`src/rtl/bg_layer_scheduler.sv`:
```
// Frame-synchronous background scheduler.
// Gates the video timing enable, schedules one background generator per
// frame, advances per-layer horizontal scroll offsets once per frame, and
// optionally rotates through the enabled backgrounds with a blank frame and
// a sticky interrupt at every switch.
// Ports:
//   clk, rst_n               clock, asynchronous active-low reset
//   cfg_we/cfg_addr/cfg_wdata register writes (0 CTRL, 1 DWELL, 2 SPEED, 3 MASK)
//   vsync                    vertical sync, rising edge marks a new frame
//   irq_clr                  one-cycle clear of frame_irq
//   vga_en                   video timing enable
//   bg_en                    one-hot background enable (zero when blanked)
//   cur_bg                   index of the scheduled background
//   scroll_x                 flattened scroll offsets, layer k at [k*SCROLL_W +: SCROLL_W]
//   frame_irq                sticky rotation interrupt
//   state                    FSM state (0 IDLE, 1 ARM, 2 RUN, 3 SWITCH)
module bg_layer_scheduler #(
  parameter int unsigned NUM_BG   = 3,
  parameter int unsigned SCROLL_W = 11
) (
  input  logic                       clk,
  input  logic                       rst_n,
  input  logic                       cfg_we,
  input  logic [1:0]                 cfg_addr,
  input  logic [15:0]                cfg_wdata,
  input  logic                       vsync,
  input  logic                       irq_clr,
  output logic                       vga_en,
  output logic [NUM_BG-1:0]          bg_en,
  output logic [1:0]                 cur_bg,
  output logic [NUM_BG*SCROLL_W-1:0] scroll_x,
  output logic                       frame_irq,
  output logic [1:0]                 state
);

  localparam int unsigned SCR_W = NUM_BG * SCROLL_W;

  typedef enum logic [1:0] {
    S_IDLE   = 2'd0,
    S_ARM    = 2'd1,
    S_RUN    = 2'd2,
    S_SWITCH = 2'd3
  } state_e;

  state_e              state_q, state_d;
  logic [3:0]          ctrl_q;
  logic [7:0]          dwell_q;
  logic [15:0]         speed_q;
  logic [NUM_BG-1:0]   mask_q;
  logic                vsync_d_q;
  logic [7:0]          cnt_q, cnt_d;
  logic [1:0]          cur_bg_q, cur_bg_d;
  logic [SCR_W-1:0]    scroll_q, scroll_d;
  logic                irq_q, irq_d;
  logic                vga_en_q, vga_en_d;
  logic [NUM_BG-1:0]   bg_en_q, bg_en_d;

  logic                frame_tick;
  logic                enable;
  logic                auto_rot;
  logic [3:0]          mask4;
  logic [1:0]          start_pick;
  logic [1:0]          next_pick;
  logic [SCR_W-1:0]    scroll_adv;
  logic [7:0]          cnt_inc;
  logic                rotate;
  logic                unused_speed_c;

  // Every consumer of DWELL/SPEED/MASK samples them only on frame_tick (or
  // not at all in IDLE), so the config register value at the tick is the
  // frame's active copy; a same-cycle write lands afterwards.
  assign frame_tick     = vsync & ~vsync_d_q;
  assign enable         = ctrl_q[0];
  assign auto_rot       = ctrl_q[1];
  assign mask4          = 4'(mask_q);
  assign cnt_inc        = cnt_q + 8'd1;
  assign rotate         = ~mask4[cur_bg_q] |
                          (auto_rot & (dwell_q != 8'd0) & (cnt_inc == dwell_q));
  assign unused_speed_c = ^speed_q;

  // Configuration registers.
  always_ff @(posedge clk or negedge rst_n) begin
    if (!rst_n) begin
      ctrl_q  <= '0;
      dwell_q <= '0;
      speed_q <= '0;
      mask_q  <= '0;
    end else if (cfg_we) begin
      case (cfg_addr)
        2'd0: ctrl_q  <= cfg_wdata[3:0];
        2'd1: dwell_q <= cfg_wdata[7:0];
        2'd2: speed_q <= cfg_wdata;
        2'd3: mask_q  <= cfg_wdata[NUM_BG-1:0];
        default: ;
      endcase
    end
  end

  // Scroll offsets after one frame of motion, wrapping per layer.
  always_comb begin
    scroll_adv = scroll_q;
    for (int unsigned k = 0; k < NUM_BG; k++) begin
      scroll_adv[k*SCROLL_W +: SCROLL_W] =
        scroll_q[k*SCROLL_W +: SCROLL_W] + SCROLL_W'(speed_q[k*4 +: 4]);
    end
  end

  // First background when arming: start_bg if enabled, else lowest set bit.
  always_comb begin
    start_pick = 2'd0;
    for (int i = int'(NUM_BG) - 1; i >= 0; i--) begin
      if (mask4[2'(i)]) start_pick = 2'(i);
    end
    if ((32'(ctrl_q[3:2]) < NUM_BG) && mask4[ctrl_q[3:2]]) start_pick = ctrl_q[3:2];
  end

  // Next enabled background after cur_bg, circular; stays put if it is alone.
  always_comb begin
    logic [1:0] idx;
    idx       = 2'd0;
    next_pick = cur_bg_q;
    for (int i = int'(NUM_BG) - 1; i >= 1; i--) begin
      idx = 2'((int'(cur_bg_q) + i) % int'(NUM_BG));
      if (mask4[idx]) next_pick = idx;
    end
  end

  // Next-state and registered-output logic.
  always_comb begin
    logic irq_set;
    state_d  = state_q;
    cnt_d    = cnt_q;
    cur_bg_d = cur_bg_q;
    scroll_d = scroll_q;
    irq_set  = 1'b0;

    case (state_q)
      S_IDLE: begin
        scroll_d = '0;
        cnt_d    = '0;
        if (enable) state_d = S_ARM;
      end
      S_ARM: begin
        if (frame_tick && (mask_q != '0)) begin
          state_d  = S_RUN;
          cur_bg_d = start_pick;
          cnt_d    = '0;
        end
      end
      S_RUN: begin
        if (frame_tick) begin
          scroll_d = scroll_adv;
          if (rotate) begin
            state_d = S_SWITCH;
            cnt_d   = '0;
            irq_set = 1'b1;
          end else begin
            cnt_d = cnt_inc;
          end
        end
      end
      S_SWITCH: begin
        if (frame_tick) begin
          scroll_d = scroll_adv;
          if (mask_q == '0) begin
            state_d = S_ARM;
          end else begin
            state_d  = S_RUN;
            cur_bg_d = next_pick;
          end
        end
      end
      default: state_d = S_IDLE;
    endcase

    // Disable overrides any frame activity in the same cycle.
    if ((state_q != S_IDLE) && !enable) begin
      state_d  = S_IDLE;
      scroll_d = '0;
      cnt_d    = '0;
      cur_bg_d = cur_bg_q;
      irq_set  = 1'b0;
    end

    irq_d    = irq_set | (irq_q & ~irq_clr);
    vga_en_d = (state_d != S_IDLE);
    bg_en_d  = (state_d == S_RUN) ? (NUM_BG'(1) << cur_bg_d) : '0;
  end

  // State and output registers.
  always_ff @(posedge clk or negedge rst_n) begin
    if (!rst_n) begin
      state_q   <= S_IDLE;
      vsync_d_q <= 1'b0;
      cnt_q     <= '0;
      cur_bg_q  <= '0;
      scroll_q  <= '0;
      irq_q     <= 1'b0;
      vga_en_q  <= 1'b0;
      bg_en_q   <= '0;
    end else begin
      state_q   <= state_d;
      vsync_d_q <= vsync;
      cnt_q     <= cnt_d;
      cur_bg_q  <= cur_bg_d;
      scroll_q  <= scroll_d;
      irq_q     <= irq_d;
      vga_en_q  <= vga_en_d;
      bg_en_q   <= bg_en_d;
    end
  end

  assign vga_en    = vga_en_q;
  assign bg_en     = bg_en_q;
  assign cur_bg    = cur_bg_q;
  assign scroll_x  = scroll_q;
  assign frame_irq = irq_q;
  assign state     = state_q;

endmodule

```
`config.mk`:
```
export PLATFORM = sky130hd
export DESIGN_NAME = bg_layer_scheduler
export DESIGN_NICKNAME = d
export VERILOG_FILES = /design/src/rtl/bg_layer_scheduler.sv
export SDC_FILE = /design/constraint.sdc
export NUM_CORES = 1
export LEC_CHECK = 0
export ABC_AREA = 1
export BUFFER_PORTS_ARGS = -buffer_cell sky130_fd_sc_hd__buf_2
export CAP_MARGIN = 20
export CORE_AREA = 2 2 92 94
export DETAILED_ROUTE_END_ITERATION = 8
export DIE_AREA = 0 0 94 96
export GPL_ROUTABILITY_DRIVEN = 0
export PLACE_DENSITY = 0.74
export SYNTH_ARGS = -nofsm -noshare
export SYNTH_HDL_FRONTEND = slang
export SYNTH_SLANG_ARGS = --single-unit
```
`constraint.sdc`:
```
create_clock -name clk -period 3.17 [get_ports clk]
set_input_delay 0.317 -clock clk [delete_from_list [all_inputs] [get_ports clk]]
set_output_delay 0.317 -clock clk [all_outputs]
set_load 0.05 [all_outputs]
```
==> summary.md <==
| Metric | Value |
|---|---|
| Run status | finished clean |
| Share of layout cells above drive strength 1 | 0.171 |
| Final setup TNS | 0 ns |
| Measured slew at the worst slew-check pin | 0.765 ns |
| DRT Wirelength | a little under 10000 µm |
| Area growth syn-to-layout | 16.2% |
| Detailed-route DRC error count | 0 |
| Period minus WS final | ~2.5 ns |
| Worst skew pair latency | 0.35 ns |
| CTS clk-pin slew, worst paths | about 0.08 ns |
| Mapped Cells | approximately 530 |
| Pleak | about 2.6 nW |
| First-pass GRT wire length | roughly 17000 µm |
| TritonCTS clock tree | done |
| Setup violation total in the final timing report | 0 |
| DR WL/cell | 13.9 µm |
| Fillers | around 700 |
| Min-delay worst type | in2reg |
| FP Rows | 33 |
| Setup WS post-layout | between 0.6 and 0.7 ns |
| Post-synthesis sequential area ratio | 0.452 |
| Seq cells post-synth | 78 |
| Max Slew Vio Count | 0 |
| Die ar. | about 0.0090 mm² |
| Fin crit share | 0.780 |
| Largest net degree at the start of global routing | 79 |
| CTS buffer count | 9 |
| Critical-path maximum fanout | 19 |
| Setup slack at placement | 0.741 ns |
| N_diodes | 0 |
| Grt ovf | 0 |
| WL met2 | 4620 µm |
| Mapped Avg Cell Area | between 8 and 9 µm² |
| Fmax | approximately 400 MHz |
| Yosys cell types | 42 |
| Synth Cell Area | 0.00432 mm² |
| Starting Density | 0.537 |
| Data arrival time of the worst path | about 2.8 ns |
| H-tree Lvls | 3 |
| Clk sinks | about 80 |
| Top Layer Used | met4 |
| CP Class | reg2reg |
| CTS resizes | 0 |
| I/O pins | between 60 and 70 |
| Syn_nets | ~580 |
| Port Buffers | 60 |
| Multi-input logic area | around 0.0021 mm² |
| Vias/cell | between 5 and 6 |
| FF/Latch Area | slightly below 0.002 mm² |
| Wire length on met3 | 353 µm |
| Total global-route track usage | 0.235 |
| Layout Skew | approximately 0.0066 ns |
| Core area | slightly above 0.008 mm² |
| Clock Tree Root | clkbuf_8 |
| Clock buffer depth | 2 |
| RSZ-0062 raised after global routing | false |
| Pwr dens | approximately 570 mW/mm² |
| Crit start category | register |
| Hold Vio Cnt, Final | 0 |
| Drt initial violations | 172 |
| Die height | 96 µm |
| Final HPWL DP | around 7100 µm |
| Pre-antenna DRT Iters | 5 |
| M1 WL | approximately 4800 µm |
| Max transition margin | 0.488 |
| Die width | about 94 µm |
| Max_cap viols | 0 |
| Initial antenna violation count | 0 |
| Fin nets | between 600 and 700 |
| Element type at the critical path end | register |
| Worst path required time | 3.46 ns |
| Number of routed nets with antenna violations | 0 |
| Peak VDD IR | 391 µV |
| Synth warnings | 0 |
| Vias in the first global route | 3638 |
| Via count | 3793 |
[cells in the final DEF (no fill, tap or decap), drive strengths merged, types with 2 or more instances in the layout]
master	n
nand2	122
dfrtp	78
inv	77
buf	63
nor2	51
o21ai	49
nand3	35
a21oi	22
ha	19
nor3	11
clkbuf	11
o22ai	10
a31oi	10
a22o	5
mux2	4
nand4	4
xnor2	3
xor2	3
a21o	3
fa	3
bufinv	3
or2	2
nand3b	2
o31ai	2
[per-stage QoR]
stage                     power [mW]  instance area, µm²  std cells  utilization  hold WS [ns]
after floorplan                 1.76                4320        531            -        0.0214
after global placement          1.93                4750        692        0.590         0.440
after detailed placement        1.97                4750        692        0.590         0.439
after CTS                       2.87                4980        707        0.619        0.0733
after global routing            3.04                5020        709        0.624        0.0829
final                           2.88                5020        709        0.624        0.0796
[worst max-delay path, cell delays in order, from the launching register on]
cell and delay [ns]:
dfrtp_1 0.43, inv_1 0.14, ha_1 0.28, nor2_2 0.12, nor2_4 0.32, inv_2 0.16
o21ai_4 0.30, buf_4 0.29, a21oi_1 0.08, a21oi_1 0.12, o21ai_0 0.09, inv_1 0.06
[routing by layer]
metal / up-vias / global-route usage
li1: 1895 / -
met1: 1806 / 0.320
met2: 80 / 0.390
met3: 12 / 0.0282
met4: 0 / 0.0894
met5: - / 0
[repair_timing]
item	4_1_cts	5_1_grt
setup buffers	0	0
endpoints found under the setup margin	0	0
endpoints found under the hold margin	0	14
hold buffers	0	1
[cells in the mapped netlist]
master,number,area [µm²]
o21ai_0,42,210
or2_2,2,12.5
a22o_1,5,43.8
nor2_4,3,33.8
nand3b_1,2,15.0
o22ai_1,10,62.6
a32oi_1,1,8.76
and2_4,1,8.76
nor2_2,4,25.0
nand4_1,3,18.8
inv_2,6,22.5
ha_1,19,238
nand4_4,1,21.3
buf_2,1,5.00
nand3_2,1,10.0
a21oi_1,22,110
inv_1,71,267
o21ai_4,1,16.3
o211ai_1,1,7.51
fa_1,3,60.1
a21o_1,3,22.5
o21a_1,1,7.51
xnor3_1,1,22.5
a31oi_2,1,12.5
clkbuf_1,5,18.8
nand2_2,2,12.5
o32ai_1,1,8.76
a22oi_1,1,7.51
nor3_1,11,55.1
nand3_1,34,170
dfrtp_1,78,1950
xnor2_1,3,26.3
o31ai_1,2,15.0
nand2_1,120,450
mux2_2,4,45.0
xor2_1,3,26.3
nor2_1,44,165
a21boi_0,1,7.51
o21bai_1,1,7.51
a211oi_1,1,7.51
a31oi_1,9,56.3
o21ai_1,6,30.0
[flip-flops by register name, indices dropped and copies added (netlist names)]
signal / flops
bg_en: 3
cnt_q: 8
ctrl_q: 4
cur_bg: 2
dwell_q: 8
frame_irq: 1
mask_q: 3
scroll_x: 33
speed_q: 12
state: 2
vga_en: 1
vsync_d_q: 1
[layout make-up]
type                            count  share of cell area
Clock buffer                       11              0.0282
Clock inverter                      4              0.0189
Inverter                           77              0.0575
Multi-Input combinational cell    370               0.410
Sequential cell                    78               0.389
Tap cell                          105              0.0262
Timing Repair Buffer               64              0.0708
[cell families (layout without fill, tap and decap cells)]
group,count (synthesis),in the layout,share of synthesized area
buffers and inverters,83,156,0.0724
adders and majority gates,22,22,0.0689
AOI/OAI and AO/OA,109,109,0.148
and+or+nand+nor,228,228,0.231
DFF,78,78,0.452
muxes,4,4,0.0104
xor gates and xnor gates,7,7,0.0174
[path summary, 6_finish.rpt]
check,from,endpoint,slack [ns],cells after the start
max reg2reg,state[0]$_DFF_PN0_,scroll_x[26]$_DFFE_PN0P_,0.70,11
max,state[0]$_DFF_PN0_,scroll_x[26]$_DFFE_PN0P_,0.70,11
max in group asynchronous,rst_n,ctrl_q[0]$_DFFE_PN0P_,2.22,3
min in group asynchronous,rst_n,scroll_x[24]$_DFFE_PN0P_,0.36,2
min,vsync,vsync_d_q$_DFF_PN0_,0.08,1
min reg2reg,ctrl_q[1]$_DFFE_PN0P_,ctrl_q[1]$_DFFE_PN0P_,0.48,2
[power breakdown]
group	switching, mW	internal [mW]
clock	0.369	0.540
sequential	0.0856	1.08
combinational	0.560	0.244
total	1.02	1.86
Power figures use the tool's default switching activity.
